<file path="config.mk">
export PLATFORM = sky130hd
export DESIGN_NAME = imem_loader
export DESIGN_NICKNAME = d
export VERILOG_FILES = /design/src/rtl/imem_loader_pkg.sv /design/src/rtl/imem_loader_byte_packer.sv /design/src/rtl/imem_loader.sv
export SDC_FILE = /design/constraint.sdc
export NUM_CORES = 1
export LEC_CHECK = 0
export CAP_MARGIN = 15
export CORE_MARGIN = 2
export CORE_UTILIZATION = 29
export CTS_CLUSTER_DIAMETER = 120
export DETAILED_ROUTE_END_ITERATION = 7
export PLACE_DENSITY_LB_ADDON = 0.05
export SLEW_MARGIN = 20
export SYNTH_ARGS = -nofsm -noshare
export SYNTH_HDL_FRONTEND = slang
export SYNTH_SLANG_ARGS = --single-unit
</file>
<file path="constraint.sdc">
create_clock -name clk_i -period 5.05 [get_ports clk_i]
set_input_delay 1.01 -clock clk_i [delete_from_list [all_inputs] [get_ports clk_i]]
set_output_delay 1.01 -clock clk_i [all_outputs]
set_load 0.005 [all_outputs]
</file>
<file path="src/rtl/imem_loader_pkg.sv">
// imem_loader_pkg: instruction-memory sizing parameters and loader state encoding
package pkg_parameters;
   localparam int IMEM_CAPACITY_KiB = 1;
   localparam int ILEN = 32;
   localparam int IMEM_WORDS = IMEM_CAPACITY_KiB * 256;
   localparam int IMEM_AW = $clog2(IMEM_CAPACITY_KiB * 1024);
endpackage

package imem_loader_pkg;
   typedef enum logic [2:0] {S_LEN, S_DATA, S_CSUM, S_FIN, S_DONE, S_ERR} loader_state_e;
endpackage

</file>
<file path="src/rtl/imem_loader_byte_packer.sv">
// byte_packer: assembles four accepted stream bytes into one little-endian 32-bit word
module byte_packer (
   input  logic        clk_i,
   input  logic        rst_i,
   input  logic        clear_i,
   input  logic        fire_i,
   input  logic [7:0]  data_i,
   output logic        word_valid_o,
   output logic [31:0] word_o
);
   logic [1:0] lane_q, lane_d;
   logic [23:0] shift_q, shift_d;
   always_comb begin
      word_valid_o = fire_i && lane_q == 2'd3;
      word_o = {data_i, shift_q};
      lane_d = clear_i ? '0 : fire_i ? lane_q + 2'd1 : lane_q;
      shift_d = clear_i ? '0 : fire_i ? {data_i, shift_q[23:8]} : shift_q;
   end
   always_ff @(posedge clk_i or posedge rst_i) begin
      if (rst_i) begin
         lane_q <= '0;
         shift_q <= '0;
      end else begin
         lane_q <= lane_d;
         shift_q <= shift_d;
      end
   end
endmodule

</file>
<file path="src/rtl/imem_loader.sv">
// imem_loader: boot loader streaming a length-prefixed image into instruction memory, holding the CPU in reset.
// Define IMEM_LOADER_CHECKSUM_EN to require and verify a trailing 32-bit sum-of-words checksum.
module imem_loader
   import imem_loader_pkg::*;
#(
   parameter int IMEM_CAPACITY_KiB = pkg_parameters::IMEM_CAPACITY_KiB,
   parameter int ILEN = pkg_parameters::ILEN
) (
   input  logic                                      clk_i,
   input  logic                                      rst_i,
   input  logic                                      byte_valid_i,
   input  logic [7:0]                                byte_data_i,
   output logic                                      byte_ready_o,
   output logic                                      imem_we_o,
   output logic [$clog2(IMEM_CAPACITY_KiB*1024)-1:0] imem_addr_o,
   output logic [ILEN-1:0]                           imem_wdata_o,
   output logic                                      cpu_rst_o,
   output logic                                      done_o,
   output logic                                      err_o
);
   localparam int WORDS = IMEM_CAPACITY_KiB * 256;
   localparam int AW = $clog2(IMEM_CAPACITY_KiB * 1024);
   localparam int IW = $clog2(WORDS + 1);
`ifdef IMEM_LOADER_CHECKSUM_EN
   localparam loader_state_e S_TAIL = S_CSUM;
   logic [31:0] sum_q, sum_d;
`else
   localparam loader_state_e S_TAIL = S_FIN;
`endif
   loader_state_e state_q, state_d;
   logic [IW-1:0] i_q, i_d;
   logic [31:0] n_q, n_d;
   logic ready_q, ready_d, we_q, we_d, cpu_rst_q, cpu_rst_d, done_q, done_d, err_q, err_d;
   logic [AW-1:0] addr_q, addr_d;
   logic [ILEN-1:0] wdata_q, wdata_d;
   logic fire, word_valid;
   logic [31:0] word;

   assign fire = byte_valid_i && ready_q;

   byte_packer u_packer (
      .clk_i       (clk_i),
      .rst_i       (rst_i),
      .clear_i     (!ready_q),
      .fire_i      (fire),
      .data_i      (byte_data_i),
      .word_valid_o(word_valid),
      .word_o      (word)
   );

   always_comb begin
      state_d = state_q;
      i_d = i_q;
      n_d = n_q;
      we_d = 1'b0;
      addr_d = addr_q;
      wdata_d = wdata_q;
`ifdef IMEM_LOADER_CHECKSUM_EN
      sum_d = sum_q;
`endif
      case (state_q)
         S_LEN: if (word_valid) begin
            n_d = word;
            state_d = word > 32'(WORDS) ? S_ERR : word == '0 ? S_TAIL : S_DATA;
         end
         S_DATA: if (word_valid) begin
            we_d = 1'b1;
            addr_d = AW'({i_q, 2'b00});
            wdata_d = ILEN'(word);
            i_d = i_q + IW'(1);
`ifdef IMEM_LOADER_CHECKSUM_EN
            sum_d = sum_q + word;
`endif
            state_d = 32'(i_d) == n_q ? S_TAIL : S_DATA;
         end
`ifdef IMEM_LOADER_CHECKSUM_EN
         S_CSUM: if (word_valid) state_d = word == sum_q ? S_FIN : S_ERR;
`endif
         S_FIN: state_d = S_DONE;
         default: ;
      endcase
      // Status flags follow the next state so they line up with the state they describe
      ready_d = state_d inside {S_LEN, S_DATA, S_CSUM};
      cpu_rst_d = state_d != S_DONE;
      done_d = state_d == S_DONE;
      err_d = state_d == S_ERR;
   end

   always_ff @(posedge clk_i or posedge rst_i) begin
      if (rst_i) begin
         state_q <= S_LEN;
         i_q <= '0;
         n_q <= '0;
         ready_q <= 1'b1;
         we_q <= 1'b0;
         addr_q <= '0;
         wdata_q <= '0;
         cpu_rst_q <= 1'b1;
         done_q <= 1'b0;
         err_q <= 1'b0;
`ifdef IMEM_LOADER_CHECKSUM_EN
         sum_q <= '0;
`endif
      end else begin
         state_q <= state_d;
         i_q <= i_d;
         n_q <= n_d;
         ready_q <= ready_d;
         we_q <= we_d;
         addr_q <= addr_d;
         wdata_q <= wdata_d;
         cpu_rst_q <= cpu_rst_d;
         done_q <= done_d;
         err_q <= err_d;
`ifdef IMEM_LOADER_CHECKSUM_EN
         sum_q <= sum_d;
`endif
      end
   end

   assign byte_ready_o = ready_q;
   assign imem_we_o = we_q;
   assign imem_addr_o = addr_q;
   assign imem_wdata_o = wdata_q;
   assign cpu_rst_o = cpu_rst_q;
   assign done_o = done_q;
   assign err_o = err_q;
endmodule

</file>
==> results of run 1 <==
==> flip-flops by register name, indices dropped and copies added (netlist names) <==
signal,cells
cpu_rst_o,1
state_q,3
done_o,1
n_q,32
imem_addr_o,8
u_packer.lane_q,2
imem_we_o,1
u_packer.shift_q,24
byte_ready_o,1
imem_wdata_o,32
i_q,9
err_o,1
==> kinds of logic (layout without fill, tap and decap cells) <==
family,after synthesis,in the layout,synth area share (%)
flip-flops,115,115,58.4
AND/OR/NAND/NOR,312,312,27.7
adder cells (fa/ha/maj),2,2,0.507
multiplexers,25,25,5.07
AO/OA/AOI/OAI,18,18,2.41
buffers and inverters,32,95,2.69
other,1,2,0.0760
XOR/XNOR,18,18,3.19
==> worst paths after layout <==
check                               startpoint               end  slack [ns]  cells past startpoint
worst max-delay path              byte_ready_o      byte_ready_o        2.17                      1
worst min-delay path            imem_addr_o[6]    imem_addr_o[6]        0.47                      2
worst max register to register    byte_ready_o  imem_wdata_o[19]        2.51                      6
worst min register to register  imem_addr_o[6]    imem_addr_o[6]        0.47                      2
max in group asynchronous                rst_i         cpu_rst_o        3.13                      3
min in group asynchronous                rst_i    imem_addr_o[5]        1.10                      2
==> per-layer routing <==
layer | routed length, um | up-vias
li1 | - | 1794
met1 | 6430 | 1763
met2 | 5730 | 59
met3 | 376 | 14
met4 | 187 | 0
met5 | 0 | -
==> stage by stage <==
step                hold WS (ns)  cells  setup WS, ns  util, %
finish                     0.470    807          2.17     37.6
global route               0.487    807          2.08     37.6
CTS                        0.475    807          2.12     37.6
detailed placement         0.462    778          1.82     34.4
global placement           0.457    778          1.83     34.4
floorplan                  0.446    524         0.999        -
==> layout by cell type (no fill, tap or decap), types with 5 or more instances in the layout <==
cell             count
dfrtp_1            113
clkdlybuf4s50_1     55
xnor2_1             10
nor4_1              12
mux2i_1             25
nor2b_1             27
nor2_1               7
clkbuf_16           17
o21ai_0              5
buf_4                7
nand2_1            228
nand3_1              8
xor2_1               8
clkinv_2             6
==> cell type report <==
class | count | area (um^2) | share of cell area, %
multi-input cells | 377 | 1930 | 31.0
well taps | 220 | 275 | 4.41
inverters | 4 | 20.0 | 0.321
repair buffers | 62 | 603 | 9.67
flip-flops and latches | 115 | 2880 | 46.2
clock buffers | 22 | 464 | 7.44
clock inverters | 7 | 60.1 | 0.963
==> power groups by stage <==
stage	combinational, uW	sequential, uW	clock, uW
3_3_place_gp	47.1	938	0
2_1_floorplan	26.5	938	0
3_5_place_dp	47.3	938	0
6_report	45.1	923	1090
5_1_grt	51.4	922	1160
4_1_cts	47.3	922	1120
==> metrics.cfg, run 1 <==
[drt]
ant_nets = 0
wl_per_cell_um = 15.8
drc = 0
drt_first_pass_iters = 4
totalWireLength_um = 12700
via_per_inst = 4.50
drtIter0Drc = 200
vias = 3630

[flow_run]
cap_viol_max_count = 0

[cts]
cts_resized = 0
path_clk_slew_ns = 0.05
clock-root-buffer = clkbuf_16
cts_setup_buffers = 0
cts_made_buffers = 17
cts_max_level = 4
ctsLongestPathBuffers = 2
cts_sinks = 115
clk_latency_ns = 0.41
hold_buffers = 0
cts_tree = built

[critical_path]
crit_buf_inv = 1
critPathMaxFanout = 28
crit_type = reg2out
critical_path.top_delay_family = flip-flops
cp_slowest_cell = dfstp_2
critPathMaxStageDelay_ns = 0.85
end_kind = output port
worstPathArrival_ns = 1.87
critPathLaunchType = flip-flop
worstPathCellList = clkdlybuf4s50_1
critical_path_required_ns = 4.04

[power_and_ir_drop]
finalPower_uw = 2060
p_switching_uw = 435
p_seq_share_pct = 44.8
p_comb_share_pct = 2.2
vdd_drop_max_v = 0.000231
power_density_mw_per_mm2 = 330
switching_share_pct = 21.1
p_int_uw = 1620
p_clk_share_pct = 53.0
p_leak_uw = 0.00314

[yosys]
synth-main-ff-cell = dfrtp_1
yosysMostFrequentCell = nand2_1
synth_cell_type_count = 42
synth_area_mm2 = 0.00493
ys_seq_area_share_pct = 58.4
synth_commonest_cells = 228 x nand2_1, 113 x dfrtp_1, 27 x nor2b_1
yosysTopAreaCell = dfrtp_1
synth_edf_count = 0
synth_top_area_share_pct = 57.3
yosysWarnings = 0
ys_async_sr_fraction_pct = 100
syn_inst = 523
ys_ff_latch = 115
netlist_top_cells_area = dfrtp_1 57%, nand2_1 17%, mux2i_1 5.1%
avgSynthCellArea_um2 = 9.44

[global_route]
first_global_vias = 3653
grt_pass1_wl_um = 20800
groute.usage.overall_pct = 15.2
use_met3_pct = 3.59
top_usage_layer = met2
antenna_found_initial = 0
use_met1_pct = 21.8
gr-usage-met2_pct = 22.2
grt_overflow = 0
grt_max_degree = 79

[place]
io_buffers = 55
hpwl_um = 8090
gp_congestion = 0.791
placed_area_mm2 = 0.00571

[finish]
fillers = 1685
final_area_mm2 = 0.00624
fin_nets = 590
drive_gt1_share_pct = 7.33
syn2layout_area_growth_pct = 26.4
num_antenna_cells = 0

[sta]
drv_slew = 0
tightest_slew_ns = 0.799
final-setup-viol-count = 0
period_minus_slack_ns = 2.88
grt_setup_unrepaired = false
final.setup_skew_ns = 0.00780
fin_crit_sh_pct = 57.0
tns_ns = 0
max_freq_ghz = 0.347
slew_headroom_pct = 46.4
hold_viol = 0

[floorplan]
die_y_um = 134
die_area_mm2 = 0.0181
io_pins = 58
initial_core_util_pct = 29.8
fp.dieW_um = 134
placementRows = 47
core-area_mm2 = 0.0166

[hold_path]
hp-class = reg2reg

[run_status]
status = finished, final reports clean

(Power assumes the default switching activity.)
==> run 2, diff against run 1 <==
==> constraint.sdc (replaced) <==
create_clock -name clk_i -period 2.4 [get_ports clk_i]
set_input_delay 0.48 -clock clk_i [delete_from_list [all_inputs] [get_ports clk_i]]
set_output_delay 0.48 -clock clk_i [all_outputs]
set_load 0.005 [all_outputs]
==> metrics.cfg, run 2 (same netlist as run 1, synthesis figures left out) <==
[run_status]
status = finished, final reports clean  ; unchanged

[critical_path]
critical_path.top_delay_family = buffers and inverters  ; was flip-flops
critPathMaxFanout = 27  ; was 28
crit_type = reg2out  ; unchanged
critPathLaunchType = flip-flop  ; unchanged
end_kind = output port  ; unchanged
critical_path_required_ns = 1.92  ; was 4.04 ns
crit_buf_inv = 2  ; was 1
regToRegSetupSlack_ns = 0.25  ; was 2.51 ns
worstPathArrival_ns = 1.78  ; was 1.87 ns
reg2reg_to = err_o  ; was imem_wdata_o[19]
cp_slowest_cell = clkdlybuf4s50_1  ; was dfstp_2
worstPathCellList = buf_4, clkdlybuf4s50_1  ; was clkdlybuf4s50_1
critPathMaxStageDelay_ns = 0.55  ; was 0.85 ns
r2r-start = u_packer.lane_q[0]  ; was byte_ready_o
reg2reg_depth = 6  ; unchanged

[cts]
cts_setup_buffers = 0  ; unchanged
clk_latency_ns = 0.42  ; was 0.41 ns
ctsLongestPathBuffers = 2  ; unchanged
cts_max_level = 4  ; unchanged
hold_buffers = 0  ; unchanged
path_clk_slew_ns = 0.05  ; about the same
clock-root-buffer = clkbuf_16  ; unchanged
cts_resized = 0  ; unchanged
cts_made_buffers = 17  ; unchanged
cts_tree = built  ; unchanged
cts_sinks = 115  ; unchanged

[global_route]
first_global_vias = 3814  ; was 3,653
grt_pass1_wl_um = 21200  ; was 20,800 um
grt_overflow = 0  ; unchanged
antenna_found_initial = 0  ; unchanged
grt_max_degree = 49  ; was 79
groute.usage.overall_pct = 15.7  ; was 15.2%

[sta]
drv_slew = 0  ; unchanged
holdWs_ns = 0.394  ; was 0.470 ns
slew_headroom_pct = 63.4  ; was 46.4%
fin_crit_sh_pct = 94.4
final-setup-viol-count = 0  ; unchanged
tns_ns = 0  ; unchanged
period_minus_slack_ns = 2.26
hold_viol = 0  ; unchanged
grt_setup_unrepaired = false  ; unchanged
tightest_slew_ns = 0.544  ; was 0.799 ns
max_freq_ghz = 0.442
final.setup_skew_ns = 0.00666  ; was 0.00780 ns

[place]
io_buffers = 55  ; unchanged
dp.cells = 799  ; was 778
hpwl_um = 8950  ; was 8090 um
gp_congestion = 0.770  ; was 0.791

[power_and_ir_drop]
p_switching_uw = 939  ; was 435 uW
switching_share_pct = 19.9  ; was 21.1%
p_comb_share_pct = 2.5  ; was 2.2%
p_int_uw = 3770  ; was 1620 uW
p_seq_share_pct = 41.2  ; was 44.8%
p_leak_uw = 0.00329  ; was 0.00314 uW
vdd_drop_max_v = 0.000525  ; was 0.000231 V
power_density_mw_per_mm2 = 717  ; was 330 mW/mm^2
p_clk_share_pct = 56.3  ; was 53.0%

[floorplan]
io_pins = 58  ; unchanged
placementRows = 47  ; unchanged
die_area_mm2 = 0.0181  ; unchanged
initial_core_util_pct = 29.8  ; unchanged
fp.dieW_um = 134  ; unchanged
core-area_mm2 = 0.0166  ; unchanged
die_y_um = 134  ; unchanged

[drt]
drtIter0Drc = 231  ; was 200
totalWireLength_um = 12900  ; was 12,700 um
wl_per_cell_um = 15.5  ; was 15.8 um
via_per_inst = 4.44  ; was 4.50
drt_first_pass_iters = 4  ; unchanged
vias = 3686  ; was 3,630
drc = 0  ; unchanged
ant_nets = 0  ; unchanged

[finish]
num_antenna_cells = 0  ; unchanged
syn2layout_area_growth_pct = 33.0  ; was 26.4%
post-route-util_pct = 39.6  ; was 37.6%
layout_commonest_cell = nand2_1  ; unchanged
final_cells = 831  ; was 807
fin_nets = 611  ; was 590
fillers = 1672  ; was 1,685
final_cell_mix = 228 x nand2_1, 113 x dfrtp_1, 55 x clkdlybuf4s50_1  ; unchanged
drive_gt1_share_pct = 10.8  ; was 7.33%

[flow_run]
cap_viol_max_count = 0  ; unchanged

[hold_path]
hp-class = in2async  ; was reg2reg

run 2: metal layers:
layer	routed length [um]	GRT usage (%)	vias up
met5	0	0	-
met4	214	5.38	0
met3	442	4.46	18
met2	5900	24.0	60
met1	6340	21.4	1771
li1	-	-	1837
run 2: worst max-delay path by stage:
stage	startpoint	to	depth (start not counted)
3_3_place_gp	byte_valid_i	err_o	6
2_1_floorplan	byte_valid_i	done_o	7
5_1_grt	byte_ready_o	byte_ready_o	2
4_1_cts	byte_ready_o	byte_ready_o	2
3_5_place_dp	byte_valid_i	err_o	6
6_report	byte_ready_o	byte_ready_o	2
run 2: power by group through the flow:
stage / registers (uW) / clock network, uW / logic [uW]
final: 1940 / 2650 / 116
after global routing: 1940 / 2840 / 129
after CTS: 1940 / 2730 / 121
after detailed placement: 1970 / 0 / 120
after global placement: 1970 / 0 / 120
after floorplan: 1970 / 0 / 56.1
run 2: cell type report:
class                           instances  area [um^2]  share of cell area [%]
Timing Repair Buffer                   83          836                    12.7
Multi-Input combinational cell        377         1930                    29.4
Inverter                                4         18.8                   0.286
Tap cell                              220          275                    4.20
Clock inverter                         10          155                    2.36
Clock buffer                           22          464                    7.07
Sequential cell                       115         2880                    43.9
run 2: worst reg2reg max path, delay by kind of cell, from the launching register on:
| family | cells | cell delay [ns] |
|---|---|---|
| fa+ha+maj | 1 | 0.22 |
| simple gates | 5 | 1.45 |
| flops | 1 | 0.36 |
run 2: stage by stage:
stage	total power, uW	setup slack [ns]	instance area, um^2
after global routing	4910	0.0410	6560
final	4710	0.135	6560
after floorplan	2030	0.152	4940
after CTS	4790	0.0749	6560
after detailed placement	2090	-0.193	5940
after global placement	2090	-0.151	5940
